--- src/rtl/ref_decoder_if.sv ---
// ============================================================================
// Module      : ref_decoder_if
// Description : Handshake and table-port bundle for the reference decoder.
// Revision    : 1.0 - initial release
// ============================================================================
`default_nettype none

interface ref_decoder_if #(
  parameter int CANT_BITS = 16
);
  logic                        En;
  logic                        Start;
  logic signed [CANT_BITS-1:0] Dato_in;
  logic signed [CANT_BITS-1:0] Const_in;
  logic [3:0]                  Estado_idx;
  logic [3:0]                  Estado_out;
  logic signed [CANT_BITS:0]   Error_out;
  logic                        Busy;
  logic                        Done;

  modport master (
    output En, Start, Dato_in, Const_in,
    input  Estado_idx, Estado_out, Error_out, Busy, Done
  );

  modport slave (
    input  En, Start, Dato_in, Const_in,
    output Estado_idx, Estado_out, Error_out, Busy, Done
  );
endinterface

`default_nettype wire

--- src/rtl/ref_decoder.sv ---
// ============================================================================
// Module      : ref_decoder
// Description : Scans the 16-entry constant table and reports the index of the
//               constant nearest the latched value, plus the signed residual.
// Revision    : 1.0 - initial release
// ============================================================================
`default_nettype none

module ref_decoder #(
  parameter int CANT_BITS = 16
) (
  input  wire logic      CLK_G,
  input  wire logic      reset_G,
  ref_decoder_if.slave   bus
);

  typedef enum logic [1:0] {
    S_IDLE = 2'd0,
    S_SCAN = 2'd1,
    S_DONE = 2'd2
  } state_t;

  localparam logic [3:0] c_LAST_IDX = 4'd15;

  state_t                      r_state,     w_nxt_state;
  logic signed [CANT_BITS-1:0] r_d,         w_nxt_d;
  logic [3:0]                  r_idx,       w_nxt_idx;
  logic [3:0]                  r_best_idx,  w_nxt_best_idx;
  logic [CANT_BITS:0]          r_best_dist, w_nxt_best_dist;
  logic signed [CANT_BITS:0]   r_best_diff, w_nxt_best_diff;
  logic [3:0]                  r_est_out,   w_nxt_est_out;
  logic signed [CANT_BITS:0]   r_err_out,   w_nxt_err_out;
  logic                        r_busy,      w_nxt_busy;
  logic                        r_done,      w_nxt_done;

  logic signed [CANT_BITS:0]   w_diff;
  logic [CANT_BITS:0]          w_dist;

  // One extra bit makes the subtraction and its magnitude overflow-free.
  assign w_diff = {r_d[CANT_BITS-1], r_d} - {bus.Const_in[CANT_BITS-1], bus.Const_in};
  assign w_dist = w_diff[CANT_BITS] ? (-w_diff) : w_diff;

  always_comb begin
    w_nxt_state     = r_state;
    w_nxt_d         = r_d;
    w_nxt_idx       = r_idx;
    w_nxt_best_idx  = r_best_idx;
    w_nxt_best_dist = r_best_dist;
    w_nxt_best_diff = r_best_diff;
    w_nxt_est_out   = r_est_out;
    w_nxt_err_out   = r_err_out;
    w_nxt_busy      = r_busy;
    w_nxt_done      = r_done;
    case (r_state)
      S_IDLE: begin
        w_nxt_done = 1'b0;
        w_nxt_busy = 1'b0;
        if (bus.Start) begin
          w_nxt_d     = bus.Dato_in;
          w_nxt_idx   = 4'd0;
          w_nxt_busy  = 1'b1;
          w_nxt_state = S_SCAN;
        end
      end
      S_SCAN: begin
        // Strict compare keeps the lower index on a tie.
        if ((r_idx == 4'd0) || (w_dist < r_best_dist)) begin
          w_nxt_best_idx  = r_idx;
          w_nxt_best_dist = w_dist;
          w_nxt_best_diff = w_diff;
        end
        if (r_idx == c_LAST_IDX) begin
          w_nxt_idx   = 4'd0;
          w_nxt_state = S_DONE;
        end else begin
          w_nxt_idx = r_idx + 4'd1;
        end
      end
      S_DONE: begin
        w_nxt_est_out = r_best_idx;
        w_nxt_err_out = r_best_diff;
        w_nxt_done    = 1'b1;
        w_nxt_state   = S_IDLE;
      end
      default: w_nxt_state = S_IDLE;
    endcase
  end

  always_ff @(posedge CLK_G) begin
    if (reset_G) begin
      r_state     <= S_IDLE;
      r_d         <= '0;
      r_idx       <= '0;
      r_best_idx  <= '0;
      r_best_dist <= '0;
      r_best_diff <= '0;
      r_est_out   <= '0;
      r_err_out   <= '0;
      r_busy      <= 1'b0;
      r_done      <= 1'b0;
    end else if (bus.En) begin
      r_state     <= w_nxt_state;
      r_d         <= w_nxt_d;
      r_idx       <= w_nxt_idx;
      r_best_idx  <= w_nxt_best_idx;
      r_best_dist <= w_nxt_best_dist;
      r_best_diff <= w_nxt_best_diff;
      r_est_out   <= w_nxt_est_out;
      r_err_out   <= w_nxt_err_out;
      r_busy      <= w_nxt_busy;
      r_done      <= w_nxt_done;
    end
  end

  assign bus.Estado_idx = r_idx;
  assign bus.Estado_out = r_est_out;
  assign bus.Error_out  = r_err_out;
  assign bus.Busy       = r_busy;
  assign bus.Done       = r_done;

endmodule

`default_nettype wire
--- src/flat_wrapper.sv ---
// flat-port wrapper written by rule: the top's interface ports become plain ports
module ref_decoder_flat 
#(
  parameter int CANT_BITS = 16
)
  (CLK_G, reset_G, bus_En, bus_Start, bus_Dato_in, bus_Const_in, bus_Estado_idx, bus_Estado_out, bus_Error_out, bus_Busy, bus_Done);
  ref_decoder_if #(.CANT_BITS(CANT_BITS)) bus_i ();
  input  wire logic CLK_G;
  input  wire logic reset_G;
  input wire logic [$bits(bus_i.En)-1:0] bus_En;
  input wire logic [$bits(bus_i.Start)-1:0] bus_Start;
  input wire logic [$bits(bus_i.Dato_in)-1:0] bus_Dato_in;
  input wire logic [$bits(bus_i.Const_in)-1:0] bus_Const_in;
  output wire logic [$bits(bus_i.Estado_idx)-1:0] bus_Estado_idx;
  output wire logic [$bits(bus_i.Estado_out)-1:0] bus_Estado_out;
  output wire logic [$bits(bus_i.Error_out)-1:0] bus_Error_out;
  output wire logic [$bits(bus_i.Busy)-1:0] bus_Busy;
  output wire logic [$bits(bus_i.Done)-1:0] bus_Done;
  assign bus_i.En = bus_En;
  assign bus_i.Start = bus_Start;
  assign bus_i.Dato_in = bus_Dato_in;
  assign bus_i.Const_in = bus_Const_in;
  assign bus_Estado_idx = bus_i.Estado_idx;
  assign bus_Estado_out = bus_i.Estado_out;
  assign bus_Error_out = bus_i.Error_out;
  assign bus_Busy = bus_i.Busy;
  assign bus_Done = bus_i.Done;
  ref_decoder #(.CANT_BITS(CANT_BITS)) u_core (.CLK_G(CLK_G), .reset_G(reset_G), .bus(bus_i));
endmodule
--- config.mk ---
export PLATFORM = sky130hd
export DESIGN_NAME = ref_decoder_flat
export DESIGN_NICKNAME = d
export VERILOG_FILES = /design/src/rtl/ref_decoder_if.sv /design/src/rtl/ref_decoder.sv /design/src/flat_wrapper.sv
export SDC_FILE = /design/constraint.sdc
export NUM_CORES = 1
export LEC_CHECK = 0
export ABC_AREA = 1
export CAP_MARGIN = 20
export CORE_AREA = 2 2 122 124
export CTS_CLUSTER_DIAMETER = 80
export CTS_CLUSTER_SIZE = 25
export DETAILED_ROUTE_END_ITERATION = 7
export DIE_AREA = 0 0 124 126
export HOLD_SLACK_MARGIN = 0.06
export PLACE_DENSITY = 0.51
export SETUP_SLACK_MARGIN = 0.2
export SYNTH_ARGS = -nofsm -noshare
export SYNTH_HDL_FRONTEND = slang
export SYNTH_SLANG_ARGS = --single-unit
--- constraint.sdc ---
create_clock -name CLK_G -period 7.29 [get_ports CLK_G]
set_input_delay 1.0935 -clock CLK_G [delete_from_list [all_inputs] [get_ports CLK_G]]
set_output_delay 1.0935 -clock CLK_G [all_outputs]
set_load 0.02 [all_outputs]
**Word level (Yosys, flattened, before mapping)**

Cells that the tools add are included.

- Register bits: 83
- Output and inout bits: 27
- Logic and storage cells: 40

- Add/subtract/negate cells: 3
- $lt $le $gt $ge: 1
- Equality and inequality tests: 5
- Multiplexer cells: 9
- Reduce and logical (&&, ||, !) cells: 12

Operators with widths:

| kind | count |
|---|---|
| $lt A17 B17 Y1 | 1 |
| $mux W17 | 1 |
| $neg A17 Y17 | 1 |
| $sub A16 B16 Y17 | 1 |
| $reduce_and A3 Y1 | 4 |
| $mux W4 | 2 |
| $pmux W4 S2 | 1 |
| $reduce_and A2 Y1 | 3 |
| $add A4 B1 Y4 const B | 1 |
| $eq A4 B4 Y1 const B | 1 |
| $logic_not A4 Y1 | 1 |
| $mux W2 | 2 |
| $pmux W2 S2 | 1 |
| $reduce_bool A2 Y1 | 2 |
| $eq A2 B1 Y1 const B | 1 |
| $eq A2 B2 Y1 const B | 1 |
| $logic_not A2 Y1 | 1 |
| $ne A2 B1 Y1 const B | 1 |
| $ne A2 B2 Y1 const B | 1 |
| $pmux W1 S2 | 1 |
| $logic_or A1 B1 Y1 | 1 |
| $mux W1 | 1 |

**Longest topological paths before layout**

- Word-level depth: 6
- Depth in mapped cells: 32

**Worst setup path before layout**

OpenSTA, ideal clock, no wires.

- Kind: input-to-reg
- Start point: input port bus_Const_in[0]
- End point: register u_core.r_best_dist[14]
- Library setup time: 66 ps
- Data arrival time: 4201 ps
- Path slack: 3022 ps
- Cell stages on the path: 24
- Cell sequence: ha_1 > fa_1 > ha_1 > inv_1 > nor2_1 > nand3_1 > nor2_2 > nand3_2 > o21ai_1 > xor2_1 > inv_1 > ha_1 > nand2_1 > inv_1 > o21ai_0 > a21oi_1 > nor2_1 > nand3_1 > nand2_1 > nand2_1 > inv_2 > clkbuf_1 > o21ai_0 > a21oi_2

- Cells in the longest elaborated chain, start to end: 6

Ends and longest elaborated chain:

| item | RTL line | source |
|---|---|---|
| from (decl) | flat_wrapper.sv:13 | `input wire logic [$bits(bus_i.Const_in)-1:0] bus_Const_in;` |
| $sub A16 B16 Y17 (*) | ref_decoder.sv:40 | `assign w_diff = {r_d[CANT_BITS-1], r_d} - {bus.Const_in[CANT_BITS-1], bus.Const_in};` |
| $neg A17 Y17 | ref_decoder.sv:41 | `assign w_dist = w_diff[CANT_BITS] ? (-w_diff) : w_diff;` |
| $mux W17 (*) | ref_decoder.sv:41 |  |
| via u_core.w_dist[10] | ref_decoder.sv:37 | `logic [CANT_BITS:0] w_dist;` |
| $lt A17 B17 Y1 (*) | ref_decoder.sv:67 | `if ((r_idx == 4'd0) \|\| (w_dist < r_best_dist)) begin` |
| $logic_or A1 B1 Y1 (*) | ref_decoder.sv:67 |  |
| $reduce_and A3 Y1 (no line) (*) | n/a |  |
| to (signal assigned) | ref_decoder.sv:106 | `r_best_dist <= w_nxt_best_dist;` |
| to (decl) | ref_decoder.sv:29 | `logic [CANT_BITS:0] r_best_dist, w_nxt_best_dist;` |

The timed path passes the listed nets; every way through them passes the cells marked *.
A chain may end at the register's enable or synchronous reset.

**Worst setup path in the final report**

- Start point: input port bus_Const_in[0]
- End point: register u_core.r_best_diff[16]

- Cells in the longest elaborated chain, start to end: 6

Ends and longest elaborated chain:

| item | RTL line | source |
|---|---|---|
| $sub A16 B16 Y17 (*) | ref_decoder.sv:40 |  |
| $neg A17 Y17 | ref_decoder.sv:41 |  |
| $mux W17 (*) | ref_decoder.sv:41 |  |
| via u_core.w_dist[16] | ref_decoder.sv:37 |  |
| $lt A17 B17 Y1 (*) | ref_decoder.sv:67 |  |
| $logic_or A1 B1 Y1 (*) | ref_decoder.sv:67 |  |
| $reduce_and A3 Y1 (no line) (*) | n/a |  |
| to (signal assigned) | ref_decoder.sv:107 | `r_best_diff <= w_nxt_best_diff;` |
| to (decl) | ref_decoder.sv:30 | `logic signed [CANT_BITS:0] r_best_diff, w_nxt_best_diff;` |

Marked as above.

==> flow_summary.ini <==
[synthesis]
yosysSeqAreaShare_pct = 33.3
ys_dominant_reg_cell = sky130_fd_sc_hd__dfxtp_1
synth_enable_flop_cells = 0
postSynth.asyncResetShare_pct = 0
avgSynthCellArea_sq_um = 6.77
mappedNetlistNets = 800
synthesized_instance_count = 728
netlist_area_sq_um = 4930
number_of_distinct_standard_cells_referenced_by_the_synthesized_netlist = 32
postSynthRegisterBits = 82
yosys_warnings = 0

[route]
ant_nets = 0
route.detailed.vias_per_inst = 4.72
routed_wirelength_mm = 12.4
drt_first_pass_iters = 4
drtIter0Drc = 205
detailroute.via_count = 4572
drt_drc_violations_left = 0
wl_per_cell_microns = 12.8

[power_and_ir_drop]
irDropWorstVdd_v = 0.000110
power.share.clock_pct = 34.1
cellLeakagePower_nw = 2.69
share_seq_of_total_power_pct = 37.5
power.combinational.fraction_pct = 28.4
cellInternalPower_uw = 833
netSwitchingPower_uw = 442
switching_share_pct = 34.7
power.density_nw_per_um2 = 213

[worst_setup_path]
crit_required_ns = 7.55
timing.critical_path.from = bus_Const_in[0]
start_kind = input port
crit_path_end_kind = register
timing_worst_setup_path_type = input port to register
critical_path.reg2reg.startpoint = u_core.r_d[0]
cp_max_fo = 64
worst_ep_arrival_time_ns = 5.93

[place]
gpl.final_weighted_congestion = 0.835
post-place-cells = 952
port_buffers = 62
hpwl_mm = 9.38
post-place-ws_ns = 1.23

[finish]
areaGrowthSynthToFinish_pct = 21.2
final_layout_size_suffix_gt1_share_pct = 8.80
antenna-diode-count = 0
commonest_non_fill_non_tap_cells_in_the_layout = sky130_fd_sc_hd__nand2_1 (144), sky130_fd_sc_hd__inv_1 (106), sky130_fd_sc_hd__dfxtp_1 (82)
design.final.nets = 851
fillCellCount = 1545
layout_commonest_cell = sky130_fd_sc_hd__nand2_1
post_route_insts_no_fill = 968

[timing]
final_min_period_over_clock_period_pct = 77.7
final_number_of_hold_violating_endpoints = 0
rsz0062_at_grt = no
setup_viol = 0
tightestPinTransition_ns = 0.940
worst_path_setup_slack_after_routing_ns = 1.62
summed_negative_setup_slack_over_all_endpoints_ns = 0
finalMaxSlewViolations = 0
skew_final_ns = 0.00688
timing.fmax_mhz = 176
finalHoldWorstSlack_ns = 0.462
maxSlewHeadroom_pct = 37.2
finalCriticalPeriod_ns = 5.67

[floorplanning]
floorplan.initialDensity_pct = 34.4
chipWidth_microns = 124
io_pins = 63
dieHeight_microns = 126
floorplan.die_area_sq_um = 15600
rows = 44
core_area_sq_um = 14300

[global_route]
antenna_found_initial = 0
grt_use_total_pct = 16.8
globalRoute.totalOverflow = 0
via_count_of_the_first_global_routing_pass = 4336
grt_start_max_net_pins = 65
wire_length_of_the_first_global_routing_pass_mm = 20.7

[clocking]
cts-buffers-inserted = 9
cts_setup_buffers = 0
clkTransAtPathRegs_ns = 0.07
htree_num_levels = 3
maximum_root_to_sink_buffer_count = 2
post_cts_hold_buffer_count = 0
ctsRootBufferMaster = sky130_fd_sc_hd__clkbuf_16
ctsResizeCount = 0
numClockSinks = 82
tritoncts = done
clkLatencyLatePin_ns = 0.35

[run_status]
outcome = completed

[worst_hold_path]
hp-start = u_core.bus.Error_out[1]
holdCritPathClass = register to register

[run]
drv.max_cap_violation_count = 0
-- metal layers --
layer / wire, microns / vias to the layer above / share of wire (%) / track usage (%)
met5: 0 / - / 0 / 0
met2: 5630 / 68 / 45 / 26.5
met4: 255 / 0 / 2.1 / 6.41
li1: - / 2439 / - / -
met1: 6160 / 2049 / 50 / 22.8
met3: 374 / 16 / 3.0 / 2.85
-- area by class of cell --
type                            count  area [sq um]  share of cell area [%]
Clock buffer                        9           225                    3.77
Clock inverter                      7          52.6                   0.879
Inverter                          113           427                    7.14
Multi-Input combinational cell    507          2750                    46.0
Sequential cell                    82          1640                    27.5
Tap cell                          184           230                    3.85
Timing Repair Buffer               66           651                    10.9
-- Yosys cell counts (2+ instances only) --
| master | count | area, sq um |
|---|---|---|
| sky130_fd_sc_hd__ha_1 | 35 | 438 |
| sky130_fd_sc_hd__o21ai_1 | 3 | 15.0 |
| sky130_fd_sc_hd__inv_1 | 106 | 398 |
| sky130_fd_sc_hd__nand2_4 | 3 | 33.8 |
| sky130_fd_sc_hd__nand3b_1 | 3 | 22.5 |
| sky130_fd_sc_hd__clkbuf_1 | 22 | 82.6 |
| sky130_fd_sc_hd__nand3_1 | 52 | 260 |
| sky130_fd_sc_hd__nor2_2 | 10 | 62.6 |
| sky130_fd_sc_hd__and2_1 | 2 | 12.5 |
| sky130_fd_sc_hd__o21ai_0 | 61 | 305 |
| sky130_fd_sc_hd__buf_2 | 3 | 15.0 |
| sky130_fd_sc_hd__nor2_1 | 64 | 240 |
| sky130_fd_sc_hd__inv_2 | 6 | 22.5 |
| sky130_fd_sc_hd__dfxtp_1 | 82 | 1640 |
| sky130_fd_sc_hd__nand3_2 | 9 | 90.1 |
| sky130_fd_sc_hd__nand2_1 | 144 | 541 |
| sky130_fd_sc_hd__xor2_1 | 10 | 87.6 |
| sky130_fd_sc_hd__a21oi_2 | 4 | 35.0 |
| sky130_fd_sc_hd__nand4_1 | 9 | 56.3 |
| sky130_fd_sc_hd__nand2_2 | 14 | 87.6 |
| sky130_fd_sc_hd__a21oi_1 | 75 | 375 |
-- registers in the layout, summed over array words and instances, names as in the netlist, 2 cells and up --
register	cells
u_core.bus.Error_out	17
u_core.bus.Estado_idx	4
u_core.bus.Estado_out	4
u_core.r_best_diff	17
u_core.r_best_dist	16
u_core.r_best_idx	4
u_core.r_d	16
u_core.r_state	2
-- per-stage QoR --
| step | power [mW] | instance area [sq um] | util, % |
|---|---|---|---|
| floorplan | 0.753 | 4930 | - |
| global placement | 0.845 | 5700 | 39.8 |
| detailed placement | 0.851 | 5700 | 39.8 |
| CTS | 1.29 | 5980 | 41.7 |
| global route | 1.36 | 5980 | 41.7 |
| finish | 1.28 | 5980 | 41.7 |
-- worst max-delay path: stages --
cell and delay [ns]:
sky130_fd_sc_hd__clkdlybuf4s50_1 0.41, sky130_fd_sc_hd__ha_1 0.22, sky130_fd_sc_hd__fa_1 0.61, sky130_fd_sc_hd__ha_1 0.22
sky130_fd_sc_hd__inv_1 0.05, sky130_fd_sc_hd__nor2_1 0.13, sky130_fd_sc_hd__nand3_1 0.12, sky130_fd_sc_hd__nor2_2 0.11
sky130_fd_sc_hd__nand3_2 0.09, sky130_fd_sc_hd__nor2_2 0.13, sky130_fd_sc_hd__nand3_2 0.11, sky130_fd_sc_hd__nor4_1 0.33
sky130_fd_sc_hd__ha_1 0.33, sky130_fd_sc_hd__a21oi_1 0.15, sky130_fd_sc_hd__o21ai_0 0.09, sky130_fd_sc_hd__nor2_1 0.14
sky130_fd_sc_hd__nand3_1 0.09, sky130_fd_sc_hd__nand2_1 0.06, sky130_fd_sc_hd__nand2_1 0.21, sky130_fd_sc_hd__inv_2 0.77
sky130_fd_sc_hd__o21ai_0 0.24, sky130_fd_sc_hd__a21oi_1 0.22
-- logic make-up (layout without fill, tap and decap cells) --
group,after synthesis,in the layout,share of synthesized area [%]
flip-flops,82,82,33.3
XOR/XNOR,11,11,2.11
buffers and inverters,139,195,10.9
adder cells (fa/ha/maj),36,36,9.29
AO/OA/AOI/OAI,148,148,15.6
AND/OR/NAND/NOR,312,312,28.8
-- power groups by stage --
stage / clock network, mW / registers [mW] / logic (mW)
6_report: 0.435 / 0.478 / 0.362
5_1_grt: 0.464 / 0.480 / 0.415
4_1_cts: 0.448 / 0.478 / 0.364
3_5_place_dp: 0 / 0.488 / 0.363
3_3_place_gp: 0 / 0.488 / 0.357
2_1_floorplan: 0 / 0.486 / 0.268
-- worst paths after layout --
path,endpoint,slack [ns],cells past startpoint
setup reg to reg,u_core.r_best_diff[16],2.45,22
hold / removal,u_core.bus.Error_out[1],0.46,2
setup / recovery,u_core.r_best_diff[16],1.62,22
hold reg to reg,u_core.bus.Error_out[1],0.46,2
Note: power is estimated with default switching activity, not from simulation.
